<file path="src/rtl/alu_writeback_pkg.sv">
// ---------------------------------------------------------------------------
// alu_writeback_pkg
//   Shared definitions for the ALU write-back slice:
//     - alu_func_e : ALU function codes (ADD=0 .. PASS=7)
//     - FLAG_*     : bit positions of the flags register {V,C,N,Z}
//     - func_sets_carry() : which functions report a carry in the C flag
// ---------------------------------------------------------------------------
package alu_writeback_pkg;

  typedef enum logic [2:0] {
    FUNC_ADD  = 3'd0,
    FUNC_SUB  = 3'd1,
    FUNC_AND  = 3'd2,
    FUNC_OR   = 3'd3,
    FUNC_XOR  = 3'd4,
    FUNC_SHL  = 3'd5,
    FUNC_SHR  = 3'd6,
    FUNC_PASS = 3'd7
  } alu_func_e;

  localparam int FLAG_Z    = 0;
  localparam int FLAG_N    = 1;
  localparam int FLAG_C    = 2;
  localparam int FLAG_V    = 3;
  localparam int FLAG_BITS = 4;

  // Arithmetic and shift operations produce a meaningful carry/shift-out;
  // logic ops and PASS never set C.
  function automatic logic func_sets_carry(input alu_func_e func);
    return func inside {FUNC_ADD, FUNC_SUB, FUNC_SHL, FUNC_SHR};
  endfunction

endpackage

</file>
<file path="src/rtl/alu_wb_skid.sv">
// ---------------------------------------------------------------------------
// alu_wb_skid
//   Two-entry valid/ready buffer between the ALU and the register-file write
//   port. The head entry is always held in head_q so o_data comes straight
//   from a register; tail_q holds the second entry while the consumer stalls.
//   o_ready is registered and asserts whenever the buffer will hold fewer
//   than two entries after the current edge.
//
// Ports
//   i_clk    in   clock, rising edge
//   i_rst    in   synchronous reset, active-high (empties the buffer)
//   i_valid  in   producer has an entry
//   o_ready  out  buffer can accept (registered)
//   i_data   in   DATA_BITS payload from producer
//   o_valid  out  head entry available
//   i_ready  in   consumer takes the head entry
//   o_data   out  DATA_BITS head payload
// ---------------------------------------------------------------------------
module alu_wb_skid #(
  parameter int DATA_BITS = 11
) (
  input  logic                 i_clk,
  input  logic                 i_rst,
  input  logic                 i_valid,
  output logic                 o_ready,
  input  logic [DATA_BITS-1:0] i_data,
  output logic                 o_valid,
  input  logic                 i_ready,
  output logic [DATA_BITS-1:0] o_data
);

  logic [1:0]           count_q;
  logic [1:0]           count_d;
  logic                 ready_q;
  logic [DATA_BITS-1:0] head_q;
  logic [DATA_BITS-1:0] tail_q;
  logic                 accept;
  logic                 drain;

  assign accept  = i_valid & ready_q;
  assign drain   = (count_q != 2'd0) & i_ready;
  assign o_ready = ready_q;
  assign o_valid = (count_q != 2'd0);
  assign o_data  = head_q;

  // NOTE: count_d gets a default before the case so every path assigns it;
  // a missing default in always_comb would infer a latch.
  always_comb begin
    count_d = count_q;
    case ({accept, drain})
      2'b10:   count_d = count_q + 2'd1;
      2'b01:   count_d = count_q - 2'd1;
      default: count_d = count_q;
    endcase
  end

  // NOTE: all state here uses non-blocking assignments so every register
  // samples the pre-edge values, independent of statement order.
  always_ff @(posedge i_clk) begin
    if (i_rst) begin
      count_q <= 2'd0;
      ready_q <= 1'b1;
      // NOTE: the two storage slots are reset because the head drives o_data
      // directly and must read zero after reset; in larger buffers storage
      // would normally be left unreset.
      head_q  <= '0;
      tail_q  <= '0;
    end else begin
      count_q <= count_d;
      ready_q <= (count_d < 2'd2);

      // Head loads a new entry when the buffer is empty, or when the only
      // entry leaves on the same edge; otherwise it promotes the tail.
      if (accept && ((count_q == 2'd0) || ((count_q == 2'd1) && drain))) begin
        head_q <= i_data;
      end else if (drain && (count_q == 2'd2)) begin
        head_q <= tail_q;
      end

      // Tail only fills when a second entry arrives behind a stalled head.
      if (accept && (count_q == 2'd1) && !drain) begin
        tail_q <= i_data;
      end
    end
  end

endmodule

</file>
<file path="src/rtl/alu_writeback.sv">
// ---------------------------------------------------------------------------
// alu_writeback
//   Write-back stage of the 8-bit SISD ALU. On each accepted ALU result it
//   derives the Z/N/C/V flags, optionally updates the architectural flags
//   register, and pushes {rd, result} into a 2-entry skid buffer toward the
//   register-file write port. Counts entries drained to the register file.
//
// Configuration
//   ALU_WB_SAT_EN : when defined, an ADD with carry-out saturates the result
//                   to all ones; flags are then taken from the saturated
//                   value (C still reports the carry). Undefined by default.
//
// Ports
//   i_clk       in   clock, rising edge
//   i_rst       in   synchronous reset, active-high
//   i_valid     in   ALU output valid
//   o_ready     out  stage can accept (registered, buffer not full)
//   i_result    in   ALU result (WIDTH)
//   i_carry     in   ALU unsigned carry-out
//   i_s1_msb    in   MSB of operand s1
//   i_s2_msb    in   MSB of operand s2
//   i_func      in   ALU function code (alu_func_e)
//   i_rd        in   destination register (RD_BITS)
//   i_flags_we  in   update flags register on accept
//   o_valid     out  write-back entry available
//   i_ready     in   register file accepts entry
//   o_rd        out  head entry destination
//   o_data      out  head entry data
//   o_flags     out  flags register {V,C,N,Z}
//   o_retired   out  entries drained to the register file (wraps)
// ---------------------------------------------------------------------------
module alu_writeback
  import alu_writeback_pkg::*;
#(
  parameter int WIDTH    = 8,
  parameter int RD_BITS  = 3,
  parameter int CNT_BITS = 16
) (
  input  logic                 i_clk,
  input  logic                 i_rst,
  input  logic                 i_valid,
  output logic                 o_ready,
  input  logic [WIDTH-1:0]     i_result,
  input  logic                 i_carry,
  input  logic                 i_s1_msb,
  input  logic                 i_s2_msb,
  input  logic [2:0]           i_func,
  input  logic [RD_BITS-1:0]   i_rd,
  input  logic                 i_flags_we,
  output logic                 o_valid,
  input  logic                 i_ready,
  output logic [RD_BITS-1:0]   o_rd,
  output logic [WIDTH-1:0]     o_data,
  output logic [FLAG_BITS-1:0] o_flags,
  output logic [CNT_BITS-1:0]  o_retired
);

  localparam int DATA_BITS = WIDTH + RD_BITS;

  alu_func_e              func;
  logic [WIDTH-1:0]       result_r;
  logic [FLAG_BITS-1:0]   flags_d;
  logic [FLAG_BITS-1:0]   flags_q;
  logic [CNT_BITS-1:0]    retired_q;
  logic [DATA_BITS-1:0]   head_data;
  logic                   accept;
  logic                   drain;

  assign func   = alu_func_e'(i_func);
  assign accept = i_valid & o_ready;
  assign drain  = o_valid & i_ready;

  // Value actually written back (R); flags are derived from R, not from the
  // raw ALU result, so saturation is reflected in Z/N/V.
  always_comb begin
    result_r = i_result;
`ifdef ALU_WB_SAT_EN
    if ((func == FUNC_ADD) && i_carry) begin
      result_r = '1;
    end
`endif
  end

  // V uses operand sign bits: ADD overflows when both operands share a sign
  // the result lacks; SUB when the operands differ and the result takes the
  // subtrahend's sign.
  always_comb begin
    flags_d         = '0;
    flags_d[FLAG_Z] = (result_r == '0);
    flags_d[FLAG_N] = result_r[WIDTH-1];
    flags_d[FLAG_C] = func_sets_carry(func) & i_carry;
    case (func)
      FUNC_ADD: flags_d[FLAG_V] = (i_s1_msb == i_s2_msb) &
                                  (result_r[WIDTH-1] != i_s1_msb);
      FUNC_SUB: flags_d[FLAG_V] = (i_s1_msb != i_s2_msb) &
                                  (result_r[WIDTH-1] != i_s1_msb);
      default:  flags_d[FLAG_V] = 1'b0;
    endcase
  end

  always_ff @(posedge i_clk) begin
    if (i_rst) begin
      flags_q   <= '0;
      retired_q <= '0;
    end else begin
      if (accept && i_flags_we) begin
        flags_q <= flags_d;
      end
      if (drain) begin
        retired_q <= retired_q + CNT_BITS'(1);
      end
    end
  end

  alu_wb_skid #(
    .DATA_BITS (DATA_BITS)
  ) u_skid (
    .i_clk   (i_clk),
    .i_rst   (i_rst),
    .i_valid (i_valid),
    .o_ready (o_ready),
    .i_data  ({i_rd, result_r}),
    .o_valid (o_valid),
    .i_ready (i_ready),
    .o_data  (head_data)
  );

  assign o_rd      = head_data[DATA_BITS-1:WIDTH];
  assign o_data    = head_data[WIDTH-1:0];
  assign o_flags   = flags_q;
  assign o_retired = retired_q;

endmodule

</file>
<file path="config.mk">
export PLATFORM = sky130hd
export DESIGN_NAME = alu_writeback
export DESIGN_NICKNAME = d
export VERILOG_FILES = /design/src/rtl/alu_writeback_pkg.sv /design/src/rtl/alu_wb_skid.sv /design/src/rtl/alu_writeback.sv
export SDC_FILE = /design/constraint.sdc
export NUM_CORES = 1
export LEC_CHECK = 0
export BUFFER_PORTS_ARGS = -buffer_cell sky130_fd_sc_hd__buf_2
export CAP_MARGIN = 20
export CORE_MARGIN = 8
export CORE_UTILIZATION = 30
export DETAILED_ROUTE_END_ITERATION = 8
export GPL_ROUTABILITY_DRIVEN = 0
export PLACE_DENSITY_LB_ADDON = 0.25
export SETUP_SLACK_MARGIN = 0.1
export SLEW_MARGIN = 0
export SYNTH_ARGS = -nofsm -noshare
export SYNTH_HDL_FRONTEND = slang
export SYNTH_HIERARCHICAL = 1
export SYNTH_SLANG_ARGS = --single-unit
</file>
<file path="constraint.sdc">
create_clock -name i_clk -period 3.98 [get_ports i_clk]
set_clock_uncertainty 0.15 [all_clocks]
set_input_delay 0.199 -clock i_clk [delete_from_list [all_inputs] [get_ports i_clk]]
set_output_delay 0.199 -clock i_clk [all_outputs]
set_load 0.02 [all_outputs]
</file>
Word-level counts from Yosys, hierarchy flattened
Cells that the tools add are included.
{"block": "op_classes", "magnitude_cmp": 1, "eq_ne": 10, "bitwise_logic": 5, "n_addsub": 3, "n_mux": 4, "reduce_logical": 14}
{"operator": "11-bit two-way mux", "n": 2}
{"operator": "16-bit by 1-bit adder with 16-bit output (second input constant)", "n": 1}
{"operator": "8-bit logical NOT", "n": 1}
{"operator": "3-bit == test (second input constant)", "n": 2}
{"operator": "1-bit logical AND", "n": 6}
{"operator": "1-bit bitwise AND", "n": 5}
{"operator": "2-bit by 1-bit == test with 1-bit output (second input constant)", "n": 2}
{"operator": "2-bit == test (second input constant)", "n": 2}
{"operator": "2-bit one-hot mux with 2 select lines", "n": 1}
{"operator": "2-bit nonzero test", "n": 2}
{"operator": "4-bit nonzero test", "n": 1}
{"operator": "3-bit by 1-bit == test with 1-bit output (second input constant)", "n": 1}
{"operator": "3-bit logical NOT", "n": 1}
{"operator": "2-bit by 1-bit adder with 2-bit output (second input constant)", "n": 1}
{"operator": "2-bit logical NOT", "n": 1}
{"operator": "2-bit less-than comparator (second input constant)", "n": 1}
{"operator": "1-bit inequality test", "n": 2}
{"operator": "1-bit one-hot mux with 2 select lines", "n": 1}
{"operator": "2-bit by 1-bit subtractor with 2-bit output (second input constant)", "n": 1}
{"operator": "1-bit == test", "n": 1}
{"operator": "1-bit logical NOT", "n": 1}
{"operator": "1-bit logical OR", "n": 1}
{"block": "totals", "wordCells": 43, "in_bits": 22, "output_inout_bits": 33, "regBits": 45}

Depth between registers and ports, before layout
Gate-level depths: netlist (run 1).
{"block": "logic_depth", "depth_word": 6, "depth_mapped": 9, "depth_no_buf": 8}

Modules after synthesis
The synthesis (run 1) kept the hierarchy.
{"mod": "alu_wb_skid", "instances": 1, "area_per_inst_um2": 1198.6, "seq_area_each_um2": 500.5, "cells_each": 140}
{"mod": "alu_writeback", "instances": 1, "area_per_inst_um2": 994.7, "seq_area_each_um2": 400.4, "cells_each": 110}

Worst setup path after synthesis (run 1)
Ideal clock, no wire load.
{"block": "synth_timing", "path_kind": "reg2reg", "from": "register u_skid.count_q[0]", "to": "register retired_q[15] (netlist: o_retired[15])", "setup_ns": 0.121, "arrival_time_ns": 1.663, "path_stages_with_launch": 8, "synth_period_minus_slack_ns": 1.934, "required_time_ns": 3.709, "slack_ns": 2.046, "path_buffers": 0, "path_cell_list": "dfxtp_1 > inv_1 > ha_1 > inv_1 > nand4_2 > nor2_4 > nand4_1 > mux2_4"}
{"block": "synth_via", "elab_chain_len": 2}
{"item": "start, declared", "line_no": "alu_wb_skid.sv:32", "source": "logic [1:0] count_q;"}
{"item": "start signal, assigned", "line_no": "alu_wb_skid.sv:69", "source": "count_q <= count_d;"}
{"item": "2-bit nonzero test", "line_no": "alu_wb_skid.sv:43", "source": "assign o_valid = (count_q != 2'd0);"}
{"item": "net o_valid", "line_no": "alu_writeback.sv:50", "source": "output logic o_valid,"}
{"item": "1-bit bitwise AND", "line_no": "alu_writeback.sv:71", "source": "assign drain = o_valid & i_ready;"}
{"item": "end signal, assigned", "line_no": "alu_writeback.sv:110", "source": "retired_q <= retired_q + CNT_BITS'(1);"}
{"item": "end, declared", "line_no": "alu_writeback.sv:64", "source": "logic [CNT_BITS-1:0] retired_q;"}
The timed path passes the listed nets, and every way through them passes these cells.
A chain may end at the register's enable or synchronous reset.

==> metrics.cfg, run 1 <==
[global_routing]
overflow = 0
grt_pass1_wl_um = 9342
antenna_found_initial = 0
grt_pass1_vias = 1888
grt_use_total_pct = 11.37
grt_max_degree = 48

[yosys]
synth_top_area_share_pct = 41.07
synth_common_cells = 45 x dfxtp_1, 30 x nand2_1, 20 x a21oi_1, 20 x nand3_1, 17 x nor2_1
synth_compound_gate_area_share_pct = 16.83
syn_avg_cell_area_um2 = 8.773
yosysMostFrequentCell = dfxtp_1
ys_warn_count = 6
ys_seq_area_share_pct = 41.07
ys_types = 40
yosys.area_share.xor_xnor_pct = 5.191
ys.flop_type = dfxtp_1
synth_top_family_by_area = simple AND/OR/NAND/NOR gates
netlist_area_mm2 = 0.002193
synth_top_cell_by_area = dfxtp_1
synthArstFlopShare_pct = 0
netlist_instances = 250
synthMuxAreaShare_pct = 1.597
synthAdderAreaFrac_pct = 3.423
yosys.area_share.simple_pct = 27.15
synth_edf_count = 0
ys_top_cells_by_area = dfxtp_1 41%, a311oi_2 6.8%, nand2_1 5.1%
ys_ff_latch = 45
syn_nets = 278

[clock_tree]
cts_buffer_depth = 2
cts_buffers = 5
clkTransAtPathRegs_ns = 0.09
postCtsResizedCells = 0
clock_latency_ns = 0.30
cts_tree = done
root_buffer = clkbuf_8
cts_htree_levels = 2
cts.sinks = 45

[cells_and_area]
fillers = 751
fin_area_mm2 = 0.002645
area_growth_pct = 20.59
fin_cells = 400
n_antenna_cell = 0
fin_nets = 328
layout-drive-gt1-share_pct = 28.90

[die]
fp.dieW_um = 101.5
rows = 31
coreArea_mm2 = 0.007176
die_area_mm2 = 0.01030
start_util_pct = 30.57
die_y_um = 101.5
ioPinCount = 55

[sta]
period_share_pct = 60.01
relSlewSlack_pct = 36.18
hold_viol_final = 0
fin_hold_ws_ns = 0.01804
max_freq_ghz = 0.4187
fin_crit_ns = 2.388
tightest_slew_ns = 0.9574
maxSlewViolCount = 0
rsz0062_at_grt = false
setup_tns_ns = 0
setup_viol = 0

[place]
place_inst = 390
dp_hpwl_um = 3954
placed_cell_area_mm2 = 0.002529
place.port_buffers = 54

[routing]
first_pass_iters = 4
drc_errors = 0
drtIter0Drc = 106
vias = 1920
routedWlPerCell_um = 13.82
viasPerCell = 4.800
wl_um = 5528
ant_nets = 0

[setup_path]
slowest_stage = nand2b_1
cp_max_fo = 13
cp-start-kind = register
path_cells = inv_1 > ha_1 > nand2b_1 > inv_2 > ha_1 > nor2b_1 > a211oi_1 > a211oi_1
worstPathArrival_ns = 2.37
critPathRequiredTime_ns = 3.96
crit_type = reg2reg
slowest_delay_ns = 0.45
cp-end-kind = register

[status]
status = finished, final reports clean

[power_and_ir_drop]
leakagePower_nw = 1.017
power.density_mw_per_mm2 = 508.0
ir_drop_uv = 225.2
total_power_mw = 1.344

[job]
maxCapViolations = 0

[hold_path]
hold_path_class = in2reg

-- what timing repair did --
| item | in CTS | in global routing |
|---|---|---|
| hold buffers | 2 | 0 |
| setup buffers | 0 | 0 |
| endpoints found under the hold margin | 2 | 0 |
-- worst paths after layout --
path                                         startpoint                       endpoint  slack (ns)  cells after the start
worst max-delay path                           register                       register        1.59                      8
worst min-delay path                        i_result[2]  u_skid/tail_q[2]$_SDFFE_PP0P_        0.02                      3
worst max register to register                 register                       register        1.59                      8
worst min register to register  o_flags[2]$_SDFFE_PP0P_        o_flags[2]$_SDFFE_PP0P_        0.31                      2
-- final cells by class --
class	instances	area, um^2	share of cell area [%]
flip-flops and latches	45	900.9	34.06
inverters	10	37.54	1.419
repair buffers	57	297.8	11.26
multi-input cells	181	1189	44.94
clock buffers	6	82.58	3.122
clock inverters	2	13.76	0.5203
well taps	99	123.9	4.683
-- layout by cell type, fill, tap and decap left out, drive strengths merged, types with 2 or more instances in the layout --
master,count
a211oi,2
a21oi,20
a311oi,11
a31o,3
and3,3
buf,55
clkbuf,6
clkinv,2
dfxtp,45
dlygate4sd3,2
ha,6
inv,10
mux2i,2
nand2,30
nand2b,2
nand3,21
nand4,5
nor2,19
nor2b,4
nor3,15
nor4,5
o21ai,12
xnor2,10
xor2,3
-- critical path, delay by kind of cell (launching register included) --
| kind | cells | cell delay, ns |
|---|---|---|
| compound gates | 2 | 0.38 |
| simple gates | 2 | 0.59 |
| buf+inv | 2 | 0.33 |
| flops | 1 | 0.32 |
| fa+ha+maj | 2 | 0.46 |
-- metrics by stage --
stage | utilization, % | setup slack [ns]
floorplan | - | 2.046
global placement | 35.24 | 1.714
detailed placement | 35.24 | 1.612
CTS | 36.86 | 1.601
global route | 36.86 | 1.410
finish | 36.86 | 1.592
-- state kept, by name, summed over array words and instances, names as in the netlist, named ones only --
register,count
o_retired,16
u_skid/tail_q,11
u_skid/o_ready,1
u_skid/o_data,11
u_skid/count_q,1
o_flags,4
-- layer usage --
layer / track usage (%) / vias up / wire [um]
met5: 0 / - / 0
met4: 3.780 / 0 / 63
met3: 3.711 / 5 / 403
met2: 16.80 / 53 / 2407
met1: 15.10 / 876 / 2654
li1: - / 986 / -
-- power breakdown --
part / internal (mW) / total (mW) / switching [mW]
registers: 0.523 / 0.566 / 0.0432
logic: 0.165 / 0.479 / 0.313
clock network: 0.141 / 0.299 / 0.158
total: 0.829 / 1.34 / 0.515
-- cells by family (layout without fill, tap and decap cells) --
group / Yosys count / after routing
DFF: 45 / 45
and+or+nand+nor: 110 / 110
AOI/OAI and AO/OA: 49 / 49
xor gates and xnor gates: 13 / 13
buffers and inverters: 24 / 75
adders and majority gates: 6 / 6
muxes: 3 / 3
Power figures use the tool's default switching activity.
==> run 2: changes to the inputs <==
clock period = 2 ns   (was 3.98 ns; I/O delays follow)
==> metrics.cfg, run 2 (synthesis gave the netlist of run 1 again) <==
[clock_tree]
cts_htree_levels = 2
clkTransAtPathRegs_ns = 0.09
cts_buffers = 5
clock_latency_ns = 0.30
cts_buffer_depth = 2
cts_tree = done
cts.sinks = 45
cts_setup_buffers = 0
root_buffer = clkbuf_8

[global_routing]
grt_pass1_wl_um = 9432
overflow = 0
grt_max_degree = 39
grt_pass1_vias = 1963
antenna_found_initial = 0
grt_use_total_pct = 11.53

[sta]
relSlewSlack_pct = 65.24
setup_tns_ns = 0
tightest_slew_ns = 0.5166
maxSlewViolCount = 0
fin_crit_ns = 1.787
period_share_pct = 89.34
max_freq_ghz = 0.5596
rsz0062_at_grt = false
hold_viol_final = 0
setup_viol = 0
fin_ws_ns = 0.2131

[routing]
wl_um = 5794
drc_errors = 0
ant_nets = 0
viasPerCell = 4.762
routedWlPerCell_um = 13.67
vias = 2019
first_pass_iters = 4
drtIter0Drc = 84

[setup_path]
path_cells = inv_1 > ha_4 > inv_2 > nand2_1 > nand2_1 > a21oi_1 > dlygate4sd3_1
slowest_delay_ns = 0.55
cp_max_fo = 6
cp_num_buf_inv = 3
cp-start-kind = register
critPathRequiredTime_ns = 2.04
worstPathArrival_ns = 1.83
crit_top_cell = nand2_1
cp-end-kind = register
slowest_stage = dlygate4sd3_1
crit_type = reg2reg
crit_family = buffers and inverters

[place]
dp_hpwl_um = 4119
pre_cts_ws_ns = 0.1047
place_inst = 399
place.port_buffers = 54

[hold_path]
hold_path_class = in2reg

[die]
rows = 31
start_util_pct = 30.57
die_area_mm2 = 0.01030
fp.dieW_um = 101.5
ioPinCount = 55
die_y_um = 101.5
coreArea_mm2 = 0.007176

[cells_and_area]
fin_nets = 352
fin_cells = 424
most-common-layout-cells = 54 x buf_2, 44 x dfxtp_1, 30 x nand2_1, 20 x a21oi_1, 20 x nand3_1
layout_commonest_cell = buf_2
n_antenna_cell = 0
layout-drive-gt1-share_pct = 31.08
area_growth_pct = 33.20
largest_reg_flops = 16

[job]
maxCapViolations = 0

[power_and_ir_drop]
leakagePower_nw = 1.151
ir_drop_uv = 524.8
power.density_mw_per_mm2 = 1013

[status]
status = finished, final reports clean

-- run 2: cell count changes in the layout (fill, tap and decap cells not counted), sizes merged --
cell,change
buf,+9
clkbuf,-1
clkinv,-2
bufinv,+1
inv,+2
dlygate4sd3,+15
-- run 2: tightest hold or removal path, stage by stage --
cell	delay [ns]
buf_2	0.08
nand3_1	0.14
nand2_1	0.10
a21oi_1	0.05
-- run 2: cell type report --
class	instances	area, um^2
Clock buffer	5	68.82
Inverter	10	37.54
Tap cell	99	123.9
Multi-Input combinational cell	181	1226
Sequential cell	45	902.1
Timing Repair Buffer	81	515.5
Clock inverter	3	47.55
Fill cell	717	4254
-- run 2: metal layers --
metal / vias to the layer above / wire [um] / track usage (%)
met2: 55 / 2526 / 17.91
met4: 0 / 48 / 3.551
li1: 1028 / - / -
met1: 932 / 2889 / 14.90
met5: - / 0 / 0
met3: 4 / 329 / 3.436
-- run 2: path summary, 6_finish.rpt --
kind,from,end,slack [ns],depth (start not counted)
setup / recovery,register,o_retired[1]$_SDFFE_PP0P_,0.21,7
hold reg to reg,o_flags[2]$_SDFFE_PP0P_,o_flags[2]$_SDFFE_PP0P_,0.30,2
hold / removal,i_flags_we,o_flags[2]$_SDFFE_PP0P_,0.08,4
setup reg to reg,register,o_retired[1]$_SDFFE_PP0P_,0.21,7
-- run 2: stage by stage --
stage               total power [mW]  utilization [%]  hold slack [ns]  area [um^2]
floorplan                      1.832                -          0.09721         2193
global placement               2.173            36.18           0.2146         2596
detailed placement             2.174            36.18           0.2147         2596
CTS                            2.936            40.17          0.06996         2883
global route                   3.158            40.71           0.1469         2922
finish                         2.960            40.71          0.07721         2922
-- run 2: what timing repair did --
| item | 4_1_cts | 5_1_grt |
|---|---|---|
| endpoints found under the hold margin | 20 | 0 |
| hold buffers | 17 | 0 |
| endpoints found under the setup margin | 1 | 9 |
| resized for setup | 0 | 7 |
-- run 2: power breakdown --
| group | leakage (nW) | internal (mW) | total (mW) | switching [mW] |
|---|---|---|---|---|
| clock network | 0.0591 | 0.382 | 0.731 | 0.349 |
| registers | 0.366 | 1.04 | 1.13 | 0.0921 |
| logic | 0.725 | 0.432 | 1.10 | 0.664 |
| total | 1.15 | 1.86 | 2.96 | 1.10 |
